**config.mk**
```make
export PLATFORM = sky130hd
export DESIGN_NAME = cpu_bus_fabric
export DESIGN_NICKNAME = d
export VERILOG_FILES = /design/src/rtl/cpu_bus_pkg.sv /design/src/rtl/cpu_bus_timeout.sv /design/src/rtl/cpu_bus_fabric.sv
export SDC_FILE = /design/constraint.sdc
export NUM_CORES = 1
export LEC_CHECK = 0
export CAP_MARGIN = 10
export CORE_MARGIN = 5
export CORE_UTILIZATION = 30
export DETAILED_ROUTE_END_ITERATION = 10
export PLACE_DENSITY_LB_ADDON = 0.05
export SYNTH_ARGS = -nofsm -noshare
export SYNTH_HDL_FRONTEND = slang
export SYNTH_SLANG_ARGS = --single-unit
```
**constraint.sdc**
```tcl
create_clock -name clk -period 1.6 [get_ports clk]
set_input_delay 0.24 -clock clk [delete_from_list [all_inputs] [get_ports clk]]
set_output_delay 0.24 -clock clk [all_outputs]
set_load 0.01 [all_outputs]
```
**src/rtl/cpu_bus_pkg.sv**
```systemverilog
// rtl/cpu_bus_pkg.sv - shared constants, error encodings and decode helpers for the CPU bus fabric
package cpu_bus_pkg;

  localparam logic [7:0] ERR_DATA_DEFAULT = 8'hFF;

  typedef enum logic {
    ERR_TIMEOUT  = 1'b0,
    ERR_UNMAPPED = 1'b1
  } err_kind_e;

  // Address bits outside the mask are don't-care for the region.
  function automatic logic region_match(input logic [31:0] addr,
                                        input logic [31:0] base,
                                        input logic [31:0] mask);
    return ((addr ^ base) & mask) == 32'd0;
  endfunction

  function automatic int clog2(input int value);
    int w = 0;
    while ((1 << w) < value) w++;
    return w;
  endfunction

endpackage

```
**src/rtl/cpu_bus_timeout.sv**
```systemverilog
// rtl/cpu_bus_timeout.sv - stall cycle counter that forces completion after TIMEOUT stalled cycles
module cpu_bus_timeout
  import cpu_bus_pkg::*;
#(
  parameter int TIMEOUT = 64
) (
  input  logic clk,
  input  logic reset,
  input  logic stall,
  input  logic restart,
  output logic force_ready
);

  localparam int CNT_W = clog2(TIMEOUT + 1);

  logic [CNT_W-1:0] cnt_q;
  logic [CNT_W-1:0] cnt_d;

  // A reset landing on the terminal count must not complete the access.
  always_comb begin
    force_ready = !reset && stall && (cnt_q == CNT_W'(TIMEOUT - 1));
    cnt_d       = cnt_q + CNT_W'(1);
    if (restart || !stall || force_ready) begin
      cnt_d = '0;
    end
  end

  always_ff @(posedge clk) begin
    if (reset) begin
      cnt_q <= '0;
    end else begin
      cnt_q <= cnt_d;
    end
  end

endmodule

```
**src/rtl/cpu_bus_fabric.sv**
```systemverilog
// rtl/cpu_bus_fabric.sv - table-driven address decode and registered read-return mux for the 6502 bus
module cpu_bus_fabric
  import cpu_bus_pkg::*;
#(
  parameter int                           NUM_SLAVES    = 8,
  parameter int                           ADDR_W        = 16,
  parameter int                           DATA_W        = 8,
  parameter logic [NUM_SLAVES*ADDR_W-1:0] SLV_BASE      = {NUM_SLAVES{ADDR_W'(16'h0000)}},
  parameter logic [NUM_SLAVES*ADDR_W-1:0] SLV_MASK      = {NUM_SLAVES{ADDR_W'(16'hF000)}},
  parameter int                           DEFAULT_SLAVE = NUM_SLAVES,
  parameter int                           TIMEOUT       = 64,
  parameter logic [DATA_W-1:0]            ERR_DATA      = DATA_W'(ERR_DATA_DEFAULT)
) (
  input  logic                         clk,
  input  logic                         reset,
  input  logic [ADDR_W-1:0]            cpu_addr,
  input  logic [DATA_W-1:0]            cpu_wdata,
  input  logic                         cpu_we,
  output logic [DATA_W-1:0]            cpu_rdata,
  output logic                         cpu_ready,
  output logic [NUM_SLAVES-1:0]        slv_ce,
  output logic [NUM_SLAVES-1:0]        slv_we,
  output logic [ADDR_W-1:0]            slv_addr,
  output logic [DATA_W-1:0]            slv_wdata,
  input  logic [NUM_SLAVES*DATA_W-1:0] slv_rdata,
  input  logic [NUM_SLAVES-1:0]        slv_valid,
  input  logic                         err_clr,
  output logic                         bus_err,
  output logic                         bus_err_kind,
  output logic [ADDR_W-1:0]            bus_err_addr
);

  localparam int SEL_W = clog2(NUM_SLAVES + 1);

  logic [SEL_W-1:0]  sel;
  logic              unmapped;
  logic [SEL_W-1:0]  sel_q, sel_d;
  logic              unmapped_q, unmapped_d;
  logic [ADDR_W-1:0] addr_q, addr_d;
  logic              act_q, act_d;
  logic              sel_valid;
  logic [DATA_W-1:0] sel_rdata;
  logic              stall;
  logic              force_ready;
  logic              err_event;
  logic              bus_err_q, bus_err_d;
  err_kind_e         bus_err_kind_q, bus_err_kind_d;
  logic [ADDR_W-1:0] bus_err_addr_q, bus_err_addr_d;

  // Descending scan so the lowest matching index wins on overlap.
  always_comb begin
    sel = SEL_W'(DEFAULT_SLAVE);
    for (int i = NUM_SLAVES - 1; i >= 0; i--) begin
      if (region_match(32'(cpu_addr), 32'(SLV_BASE[i*ADDR_W +: ADDR_W]),
                       32'(SLV_MASK[i*ADDR_W +: ADDR_W]))) begin
        sel = SEL_W'(i);
      end
    end
    unmapped = (sel >= SEL_W'(NUM_SLAVES));
  end

  always_comb begin
    slv_ce = '0;
    for (int i = 0; i < NUM_SLAVES; i++) begin
      slv_ce[i] = !reset && !unmapped && (sel == SEL_W'(i));
    end
    slv_we    = slv_ce & {NUM_SLAVES{cpu_we}};
    slv_addr  = cpu_addr;
    slv_wdata = cpu_wdata;
  end

  always_comb begin
    sel_valid = 1'b0;
    sel_rdata = '0;
    for (int i = 0; i < NUM_SLAVES; i++) begin
      if (sel_q == SEL_W'(i)) begin
        sel_valid = slv_valid[i];
        sel_rdata = slv_rdata[i*DATA_W +: DATA_W];
      end
    end
    stall = act_q && !unmapped_q && !sel_valid;
  end

  cpu_bus_timeout #(
    .TIMEOUT (TIMEOUT)
  ) u_timeout (
    .clk         (clk),
    .reset       (reset),
    .stall       (stall),
    .restart     (cpu_addr != addr_q),
    .force_ready (force_ready)
  );

  always_comb begin
    cpu_ready = act_q && (unmapped_q || sel_valid || force_ready);
    cpu_rdata = '0;
    if (act_q) begin
      cpu_rdata = (unmapped_q || force_ready) ? ERR_DATA : sel_rdata;
    end
  end

  always_comb begin
    sel_d      = sel;
    unmapped_d = unmapped;
    addr_d     = cpu_addr;
    act_d      = 1'b1;
  end

  // An error coinciding with err_clr re-captures instead of being lost.
  always_comb begin
    err_event      = !reset && act_q && (unmapped_q || force_ready);
    bus_err_d      = bus_err_q;
    bus_err_kind_d = bus_err_kind_q;
    bus_err_addr_d = bus_err_addr_q;
    if (err_event && (!bus_err_q || err_clr)) begin
      bus_err_d      = 1'b1;
      bus_err_kind_d = unmapped_q ? ERR_UNMAPPED : ERR_TIMEOUT;
      bus_err_addr_d = addr_q;
    end else if (err_clr) begin
      bus_err_d = 1'b0;
    end
  end

  always_ff @(posedge clk) begin
    if (reset) begin
      sel_q          <= '0;
      unmapped_q     <= 1'b0;
      addr_q         <= '0;
      act_q          <= 1'b0;
      bus_err_q      <= 1'b0;
      bus_err_kind_q <= ERR_TIMEOUT;
      bus_err_addr_q <= '0;
    end else begin
      sel_q          <= sel_d;
      unmapped_q     <= unmapped_d;
      addr_q         <= addr_d;
      act_q          <= act_d;
      bus_err_q      <= bus_err_d;
      bus_err_kind_q <= bus_err_kind_d;
      bus_err_addr_q <= bus_err_addr_d;
    end
  end

  assign bus_err      = bus_err_q;
  assign bus_err_kind = bus_err_kind_q;
  assign bus_err_addr = bus_err_addr_q;

endmodule

```
==> impl_metrics.tcl, run 1 <==
set metrics [dict create \
    clk_latency_ps 290 \
    seq_area_frac_synth 0.4127 \
    startpoint_type "flip-flop" \
    routabilityCongestion 0.6933 \
    grt_pass1_vias 1738 \
    rrSetupSlack_ps -180 \
    synthArstFlopShare 0 \
    gr-total-overflow 0 \
    die_height_um 93.38 \
    critPathMaxStageDelay_ps 500 \
    ant_nets 0 \
    critical-path-top-delay-family "simple AND/OR/NAND/NOR gates" \
    portBuffers 73 \
    synthCells 226 \
    dieArea_mm2 0.008720 \
    grt_antenna_before_repair 0 \
    design.portCount 167 \
    cellPowerDensity_mw_per_mm2 674.6 \
    rsz0062_at_grt "true" \
    min_period_ps 2250 \
    avgViaCountPerCell 4.228 \
    cts.sinks 43 \
    crit_top_cell "buf_6" \
    status "finished with violations" \
    hold_violations 0 \
    cts-root-buf "clkbuf_8" \
    slew_violations 0 \
    arrival_ps 2010 \
    cp.depth 8 \
    grt_util_met1 0.1644 \
    path_buf_inv 3 \
    drive_gt1_frac 0.3797 \
    violations "negative setup slack" \
    hold_class "in -> reg" \
    required_ps 1360 \
    synth_edf_count 0 \
    gr-usage-met3 0.04183 \
    antenna_cells 0 \
    fin_setup_tns_ps -7359 \
    maxCapViolCount 0 \
    synth_seq_cells 43 \
    ys_warn_count 0 \
    dieWidth_um 93.38 \
    fin_crit_sh 1.406 \
    rr_worst_depth 9 \
    grt_max_degree 26 \
    cts_buffers 5 \
    synth_top_flop_cell "dfxtp_1" \
    drtIter0Drc 38 \
    start_util 0.3070 \
    rows 30 \
    grt_first_pass_wirelength_um 8645 \
    synth_cell_types 35 \
    setup_violations 26 \
    clockBufferDepth 2 \
    cp_max_fo 3 \
    hold_depth 3 \
    stdcell_area_mm2 0.003323 \
    drc_errors 0 \
    htreeDepth 2 \
    met2_usage 0.1983 \
    max_freq_ghz 0.4445 \
    critPathSlowestCell "or4_4" \
    fin_nets 418 \
    hold_slack_ps 336.0 \
    hpwl_um 3906 \
    crit_type "reg -> out" \
    drt_wl_total_um 5608 \
    final.setup_skew_ps 5.528 \
    grt_usage 0.1247 \
    total_power_uw 2242 \
    p_leak_uw 0.001255 \
    clkTransAtPathRegs_ps 80 \
    cp_cell_sequence "ha_4, nand3_4, or4_4, o21ai_4, buf_6, buf_6, o21a_1, buf_2" \
    ir_drop_mv 0.3751 \
    core_area_mm2 0.006794 \
    cp-end-kind "primary output" \
    fin_ws_ps -649.8 \
    synth_area_mm2 0.002086 \
    tritoncts "done" \
    num_vias 1742 \
    area_growth_syn_to_layout_pct 59.33 \
    dr.pass1.iters 4 \
    place_area_mm2 0.002959 \
    syn_avg_cell_area_um2 9.229 \
    wl_per_cell_um 13.61 \
    grt-busiest-layer "met2" \
]
==> tightest hold or removal path: cells and delay by family <==
| kind | cells | cell delay [ps] |
|---|---|---|
| buf+inv | 2 | 230 |
| simple gates | 1 | 110 |
==> layout make-up <==
type	count	area (µm²)
clock buffer	6	72.57
fill	663	3471
multi-input combinational	145	1182
timing repair buffer	119	1074
inverter	3	11.26
tap	96	120.1
sequential	43	863.3
==> repair_timing <==
item | CTS | global route
buffers inserted | 4 | 1
resized for setup | 104 | 38
endpoints found under the setup margin | 47 | 36
endpoints found under the hold margin | 0 | 0
pin swaps | 27 | 24
cloned | 1 | 1
hold buffers | 0 | 0
==> report_power, final <==
| group | internal [µW] | switching, µW |
|---|---|---|
| Clock | 291 | 340 |
| Sequential | 1100 | 28.9 |
| Combinational | 250 | 227 |
==> synth_stat cells, drive strengths merged (3+ instances only) <==
library cell  count  area, µm²
clkbuf            7      30.03
nor4              4      25.02
nand3            18      102.6
xor2             15      131.4
a21oi            18      90.09
inv               3      11.26
xnor2             5      43.79
o21ai            19      106.4
dfxtp            43      860.8
buf              40      307.8
nor3              6      30.03
nor2              4      15.01
nor2b            17      106.4
o21a              8      60.06
==> stage by stage <==
step | std cells | util | setup slack [ps]
2_1_floorplan | 239 | - | -135.0
3_3_place_gp | 399 | 0.4355 | -766.1
3_5_place_dp | 399 | 0.4355 | -793.9
4_1_cts | 410 | 0.4586 | -691.7
5_1_grt | 412 | 0.4891 | -741.1
6_report | 412 | 0.4891 | -649.8
==> placed cells by master, fill, tap and decap left out, types with 4 or more instances in the layout <==
master / instances
o21a_1: 8
o21ai_2: 15
a21oi_2: 12
xor2_1: 15
buf_4: 34
nand3_1: 5
clkbuf_8: 5
nor2b_1: 17
xnor2_1: 5
nand3_2: 8
buf_2: 11
buf_6: 10
conb_1: 14
dfxtp_1: 41
clkdlybuf4s50_1: 49
nand3_4: 5
dlygate4sd2_1: 10
nor3_1: 4
a21oi_1: 6
==> sequential cells by signal, summed over array words and instances (netlist names) <==
name / count
addr_q: 16
sel_q: 1
bus_err_addr: 16
bus_err: 1
u_timeout.cnt_q: 7
act_q: 1
bus_err_kind: 1
==> per-layer routing <==
metal	part of all wire	vias up	wire (µm)
met5	0	-	0
met2	0.47	60	2613
li1	-	907	-
met3	0.069	2	386
met4	0.0034	0	19
met1	0.46	773	2589
==> path summary, 6_finish.rpt <==
kind | from | end
worst min register to register | bus_err_addr[13] | bus_err_addr[13]
worst min-delay path | cpu_addr[12] | addr_q[12]
worst max register to register | u_timeout.cnt_q[0] | bus_err_addr[6]
worst max-delay path | u_timeout.cnt_q[0] | cpu_rdata[5]
==> cell families (layout without fill, tap and decap cells) <==
logic type      after synthesis  count (layout)  synth area share
xor+xnor                     20              20           0.08398
compound gates               49              49            0.1494
simple gates                 61              61            0.1746
flops                        43              43            0.4127
buf+inv                      51             128            0.1716
other cells                   1              14          0.001798
fa+ha+maj                     1               1          0.005998
No activity file was read; power rests on OpenSTA's default activity.
==> inputs of run 2 (changes only) <==
--- a/config.mk
+++ b/config.mk
@@ -12,4 +12,5 @@
 export PLACE_DENSITY_LB_ADDON = 0.05
 export SYNTH_ARGS = -nofsm -noshare
 export SYNTH_HDL_FRONTEND = slang
+export SYNTH_HIERARCHICAL = 1
 export SYNTH_SLANG_ARGS = --single-unit
==> run 2 against run 1 <==
Against the previous run:
- critical path type unchanged
- core utilization shrank 2.1 points
- register-to-register slack got worse by 170 ps
- largest cell class unchanged
- the flow still finishes with violations (negative setup slack)
- final area fell by 3.7%
- combinational power fell by 9.4%
- highest routed layer unchanged
- count of clock-buffer cells in the layout stayed put
- clock power grew 11%
==> impl_metrics.tcl, run 2 <==
set metrics [dict create \
    worst_slew_pin_slew_ps 685.4 \
    max_freq_ghz 0.4696 \
    synth_edf_count 0 \
    drive_gt1_frac 0.3269 \
    antenna_cells 0 \
    cts-root-buf "clkbuf_8" \
    synth_cell_types 37 \
    clk_latency_ps 290 \
    violations "negative setup slack" \
    cts.sinks 43 \
    grt_pass1_vias 1838 \
    dieWidth_um 94.20 \
    hold_violations 0 \
    r2r-end "bus_err_addr[14]" \
    worstHoldStart "cpu_addr[15]" \
    startpoint_type "flip-flop" \
    fin_crit_sh 1.331 \
    whs_endpoint "addr_q[15]" \
    cp_max_fo 3 \
    min_period_ps 2130 \
    dr.pass1.iters 4 \
    seq_area_frac_synth 0.4047 \
    maxCapViolCount 0 \
    hold_class "in -> reg" \
    tritoncts "done" \
    fillCellCount 702 \
    ys_warn_count 6 \
    num_vias 1830 \
    layout.cells.non_filler 405 \
    cellPowerDensity_mw_per_mm2 706.4 \
    rsz0062_at_grt "true" \
    ant_nets 0 \
    status "finished with violations" \
    crit_top_cell "buf_6" \
    fin_nets 410 \
    cp-end-kind "primary output" \
    synth.top_cells.by_count "dfxtp_1, buf_4, a21oi_1, nand4_1" \
    slew_violations 0 \
    yosysTopAreaCell "dfxtp_1" \
    yosysMostFrequentCell "dfxtp_1" \
    core_area_mm2 0.006832 \
    htreeDepth 2 \
    design.portCount 167 \
    drc_errors 0 \
    slew_headroom 0.5413 \
    rr_worst_depth 9 \
    grt_usage 0.1321 \
    hold_slack_ps 216.2 \
    synth_top_flop_cell "dfxtp_1" \
    grt_first_pass_wirelength_um 9170 \
    final.setup_skew_ps 9.240 \
    gr-total-overflow 0 \
    syn_avg_cell_area_um2 9.329 \
    fin_setup_tns_ps -10890 \
    synth_top_cell_area_share 0.4047 \
    synthCells 228 \
    final_cell_mix "clkdlybuf4s50_1, dfxtp_1, buf_4, nand4_1" \
    avgViaCountPerCell 4.519 \
    dp_slack_ps -817.2 \
    synthArstFlopShare 0 \
    setup_violations 34 \
    synth_area_mm2 0.002127 \
    drt_wl_total_um 5689 \
    drtIter0Drc 57 \
    fin_ws_ps -529.6 \
    routabilityCongestion 0.7391 \
    cp_cell_sequence "ha_4, and3_4, nand3_4, nor4b_4, or2_4, buf_6, buf_6, o21a_1, buf_2" \
    start_util 0.3114 \
    cts_buffers 5 \
    ir_drop_mv 0.3893 \
    area_growth_syn_to_layout_pct 50.47 \
    grt_antenna_before_repair 0 \
    rrSetupSlack_ps -350 \
    critPathSlowestCell "dfxtp_2" \
    hold_depth 2 \
    hpwl_um 4084 \
    p_leak_uw 0.001252 \
    required_ps 1360 \
    wl_per_cell_um 14.05 \
    dieArea_mm2 0.008874 \
    synth_seq_cells 43 \
    clkTransAtPathRegs_ps 80 \
    crit_type "reg -> out" \
    arrival_ps 1890 \
    final_common_cell "clkdlybuf4s50_1" \
    grt_max_degree 53 \
    dp_cells 390 \
    die_height_um 94.20 \
    synth_area_leaders "dfxtp_1, buf_4, xor2_1" \
    portBuffers 73 \
    critPathMaxStageDelay_ps 360 \
    r2r-start "u_timeout/cnt_q[0]" \
    rows 30 \
    clockBufferDepth 2 \
]
-- run 2: cell types whose count changed in the layout (fill, tap and decap cells not counted), moves of 4 or more --
cell | before | now
o31ai_1 | 0 | 9
nand4_1 | 2 | 18
o31ai_2 | 0 | 8
nand3_4 | 5 | 1
dfxtp_1 | 41 | 37
o21ai_2 | 15 | 0
a21oi_1 | 6 | 17
dfxtp_2 | 2 | 6
nand3_1 | 5 | 1
a21oi_2 | 12 | 2
nor3_1 | 4 | 0
clkdlybuf4s50_1 | 49 | 44
nand3_2 | 8 | 0
-- run 2: power by group --
group | switching, µW | total, µW | internal (µW)
Combinational | 206 | 432 | 226
Clock | 361 | 701 | 339
Sequential | 22.6 | 1130 | 1110
-- run 2: repair_timing --
action,4_1_cts,5_1_grt
gates resized for setup,82,20
setup endpoints to repair,47,36
hold buffers,0,0
buffers inserted,7,0
gates cloned,1,0
pin swaps,24,9
-- run 2: worst max-delay path by stage --
stage / startpoint / endpoint / depth (start not counted)
2_1_floorplan: u_timeout/cnt_q[1] / cpu_rdata[0] / 7
3_3_place_gp: slv_valid[0] / cpu_rdata[2] / 6
3_5_place_dp: slv_valid[0] / cpu_rdata[2] / 6
4_1_cts: u_timeout/cnt_q[0] / cpu_rdata[7] / 9
5_1_grt: u_timeout/cnt_q[0] / cpu_rdata[7] / 9
6_report: u_timeout/cnt_q[0] / cpu_rdata[7] / 9
-- run 2: final cells by class --
cell class | count | area, µm² | area share
clock buffer | 6 | 82.58 | 0.02580
clock inverter | 1 | 5.005 | 0.001564
inverter | 3 | 11.26 | 0.003518
multi-input combinational | 143 | 1100 | 0.3436
sequential | 43 | 868.3 | 0.2713
tap | 96 | 120.1 | 0.03753
timing repair buffer | 113 | 1013 | 0.3167
-- run 2: kinds of logic after synthesis --
kind of cell	after synthesis	share of synthesized area
XOR/XNOR	19	0.07824
AND/OR/NAND/NOR	59	0.1771
adder cells (fa/ha/maj)	1	0.005881
buffers and inverters	56	0.1747
other	1	0.001763
flip-flops	43	0.4047
AO/OA/AOI/OAI	49	0.1576
-- run 2: worst max-delay path: cells and delay by family, from the launching register on --
kind / cells / cell delay, ps
AO/OA/AOI/OAI: 1 / 90
adder cells (fa/ha/maj): 1 / 130
buffers and inverters: 3 / 310
flip-flops: 1 / 360
AND/OR/NAND/NOR: 4 / 710
-- run 2: routing by layer --
| metal | share of wire | up-vias | global-route usage |
|---|---|---|---|
| li1 | - | 909 | - |
| met1 | 0.44 | 862 | 0.1671 |
| met2 | 0.49 | 53 | 0.2134 |
| met3 | 0.063 | 6 | 0.03846 |
| met4 | 0.012 | 0 | 0.04573 |
| met5 | 0 | - | 0 |
-- run 2: per-stage QoR --
step / instance area (µm²) / utilization / power (µW)
finish: 3201 / 0.4685 / 2261
global route: 3201 / 0.4685 / 2386
floorplan: 2250 / - / 1403
global placement: 2999 / 0.4390 / 1583
CTS: 3134 / 0.4588 / 2296
detailed placement: 2999 / 0.4390 / 1580
==> inputs of run 3 (changes only) <==
--- a/config.mk
+++ b/config.mk
@@ -8,8 +8,10 @@
 export CAP_MARGIN = 10
 export CORE_MARGIN = 5
 export CORE_UTILIZATION = 30
+export CTS_CLUSTER_DIAMETER = 80
 export DETAILED_ROUTE_END_ITERATION = 10
 export PLACE_DENSITY_LB_ADDON = 0.05
+export SETUP_SLACK_MARGIN = 0.15
 export SYNTH_ARGS = -nofsm -noshare
 export SYNTH_HDL_FRONTEND = slang
 export SYNTH_HIERARCHICAL = 1
==> run 3 against run 2 <==
Against the previous run:
- the run still ends with negative setup slack left
- sequential share of layout area decreased by 1.7 points
- critical path depth unchanged
- sequential power about the same
- highest routed layer unchanged
- via count about the same
- first-iteration DRC count decreased by 19%
- clock skew increased by 3.6 ps
- wire length increased by 3.5%
- worst setup slack got worse by 26 ps
- register-to-register slack got worse by 60 ps
- count of clock-buffer cells in the layout unchanged
- core utilization increased by 2.9 points
- largest cell class is now buffers
- global-route usage decreased by 0.17 points
==> impl_metrics.tcl, run 3 (synthesis gave the netlist of run 2 again) <==
set metrics [dict create \
    clkTransAtPathRegs_ps 90 \
    critPathSlowestCell "dfxtp_2" \
    fin_crit_sh 1.347 \
    hold_depth 2 \
    dr.pass1.iters 4 \
    clk_latency_ps 300 \
    hold_buffers 0 \
    cp_cell_sequence "ha_4, and3_4, nand3_4, nor4b_4, or2_4, buf_6, buf_6, o21a_1, buf_2" \
    drt_wl_total_um 5888 \
    portBuffers 73 \
    dp_slack_ps -777.8 \
    fin_ws_ps -555.8 \
    max_freq_ghz 0.4639 \
    cp-end-kind "primary output" \
    clockBufferDepth 2 \
    rows 30 \
    cp.depth 9 \
    slew_violations 0 \
    grt_antenna_before_repair 0 \
    htreeDepth 2 \
    worst_slew_pin_slew_ps 617.6 \
    final_common_cell "dfxtp_1" \
    grt_max_degree 30 \
    avgViaCountPerCell 4.380 \
    crit_type "reg -> out" \
    drc_errors 0 \
    cts_buffers 5 \
    grt_first_pass_wirelength_um 9266 \
    dieArea_mm2 0.008874 \
    fin_nets 422 \
    core_area_mm2 0.006832 \
    required_ps 1360 \
    rsz0062_at_grt "true" \
    final_cell_mix "dfxtp_1, buf_4, clkdlybuf4s50_1, nand4_1" \
    wl_per_cell_um 14.09 \
    tritoncts "done" \
    gr-total-overflow 0 \
    crit_top_cell "buf_6" \
    hold_violations 0 \
    cellPowerDensity_mw_per_mm2 735.2 \
    startpoint_type "flip-flop" \
    critical-path-top-delay-family "simple AND/OR/NAND/NOR gates" \
    cts.sinks 43 \
    final.setup_skew_ps 12.84 \
    stdcell_area_mm2 0.003398 \
    drive_gt1_frac 0.3665 \
    drtIter0Drc 46 \
    ir_drop_mv 0.3485 \
    hpwl_um 4205 \
    maxCapViolCount 0 \
    design.portCount 167 \
    arrival_ps 1920 \
    setup_violations 34 \
    path_buf_inv 3 \
    min_period_ps 2156 \
    num_vias 1831 \
    hold_class "in -> reg" \
    dieWidth_um 94.20 \
    p_leak_uw 0.001599 \
    multiInputGateArea_mm2 0.001116 \
    status "finished with violations" \
    rr_worst_depth 10 \
    start_util 0.3114 \
    cp_max_fo 3 \
    seqCellArea_um2 865.8 \
    fillCellCount 697 \
    grt_usage 0.1304 \
    area_growth_syn_to_layout_pct 59.76 \
    slew_headroom 0.5867 \
    cts-root-buf "clkbuf_8" \
    violations "negative setup slack" \
    grt_pass1_vias 1864 \
    critPathMaxStageDelay_ps 360 \
    antenna_cells 0 \
    ant_nets 0 \
    routabilityCongestion 0.7026 \
    die_height_um 94.20 \
    place_area_mm2 0.003048 \
]
run 3: cell count changes in the layout (fill, tap and decap cells not counted), sizes merged:
cell | before | now
clkdlybuf4s50 | 44 | 27
clkbuf | 7 | 6
clkdlybuf4s15 | 1 | 0
inv | 3 | 4
dlygate4sd2 | 11 | 15
buf | 54 | 68
dlymetal6s2s | 2 | 15
clkinv | 1 | 0
bufinv | 0 | 1
run 3: area by class of cell:
cell class | count | area share
Timing Repair Buffer | 125 | 0.3424
Multi-Input combinational cell | 143 | 0.3284
Sequential cell | 43 | 0.2548
Tap cell | 96 | 0.03535
Clock buffer | 6 | 0.02430
Clock inverter | 2 | 0.01141
Inverter | 3 | 0.003314
run 3: per-layer routing:
metal  GRT usage  wire [µm]  share of wire  vias to the layer above
met4     0.03129         57         0.0097                        0
met2      0.2169       2921           0.50                       49
met1      0.1676       2608           0.44                      845
met5           0          0              0                        -
met3     0.03446        300          0.051                        5
li1            -          -              -                      932
run 3: per-stage QoR:
| stage | TNS [ps] | total power (µW) | cells | hold slack, ps | utilization |
|---|---|---|---|---|---|
| final | -13080 | 2498 | 418 | 215.8 | 0.4974 |
| after global routing | -16450 | 2611 | 418 | 224.8 | 0.4974 |
| after CTS | -12130 | 2502 | 415 | 207.9 | 0.4755 |
| after detailed placement | -19200 | 1591 | 396 | 457.4 | 0.4462 |
| after global placement | -17710 | 1594 | 396 | 450.4 | 0.4462 |
| after floorplan | -3235 | 1404 | 241 | 368.2 | - |
run 3: worst paths after layout:
path | from | endpoint | slack, ps
worst max-delay path | u_timeout/cnt_q[0] | cpu_rdata[0] | -560
worst min-delay path | cpu_addr[15] | addr_q[15] | 220
worst max register to register | u_timeout/cnt_q[0] | bus_err_addr[11] | -410
worst min register to register | bus_err_addr[12] | bus_err_addr[12] | 460
run 3: where the power goes:
part | internal (µW) | leakage [µW] | total, µW | switching [µW]
Combinational | 242 | 0.00118 | 455 | 213
Clock | 514 | 0.0000618 | 917 | 403
Sequential | 1110 | 0.000354 | 1130 | 22.0
run 3: worst register-to-register path, delay by kind of cell, from the launching register on:
family | cells | cell delay [ps]
adder cells (fa/ha/maj) | 1 | 130
AO/OA/AOI/OAI | 3 | 520
buffers and inverters | 3 | 340
AND/OR/NAND/NOR | 3 | 540
flip-flops | 1 | 360
run 3: what timing repair did:
item / in CTS / in global routing
endpoints found under the setup margin: 54 / 50
gates cloned: 1 / 0
setup buffers: 10 / 3
resized for setup: 97 / 35
pin swaps: 22 / 15
endpoints found under the hold margin: 0 / 0
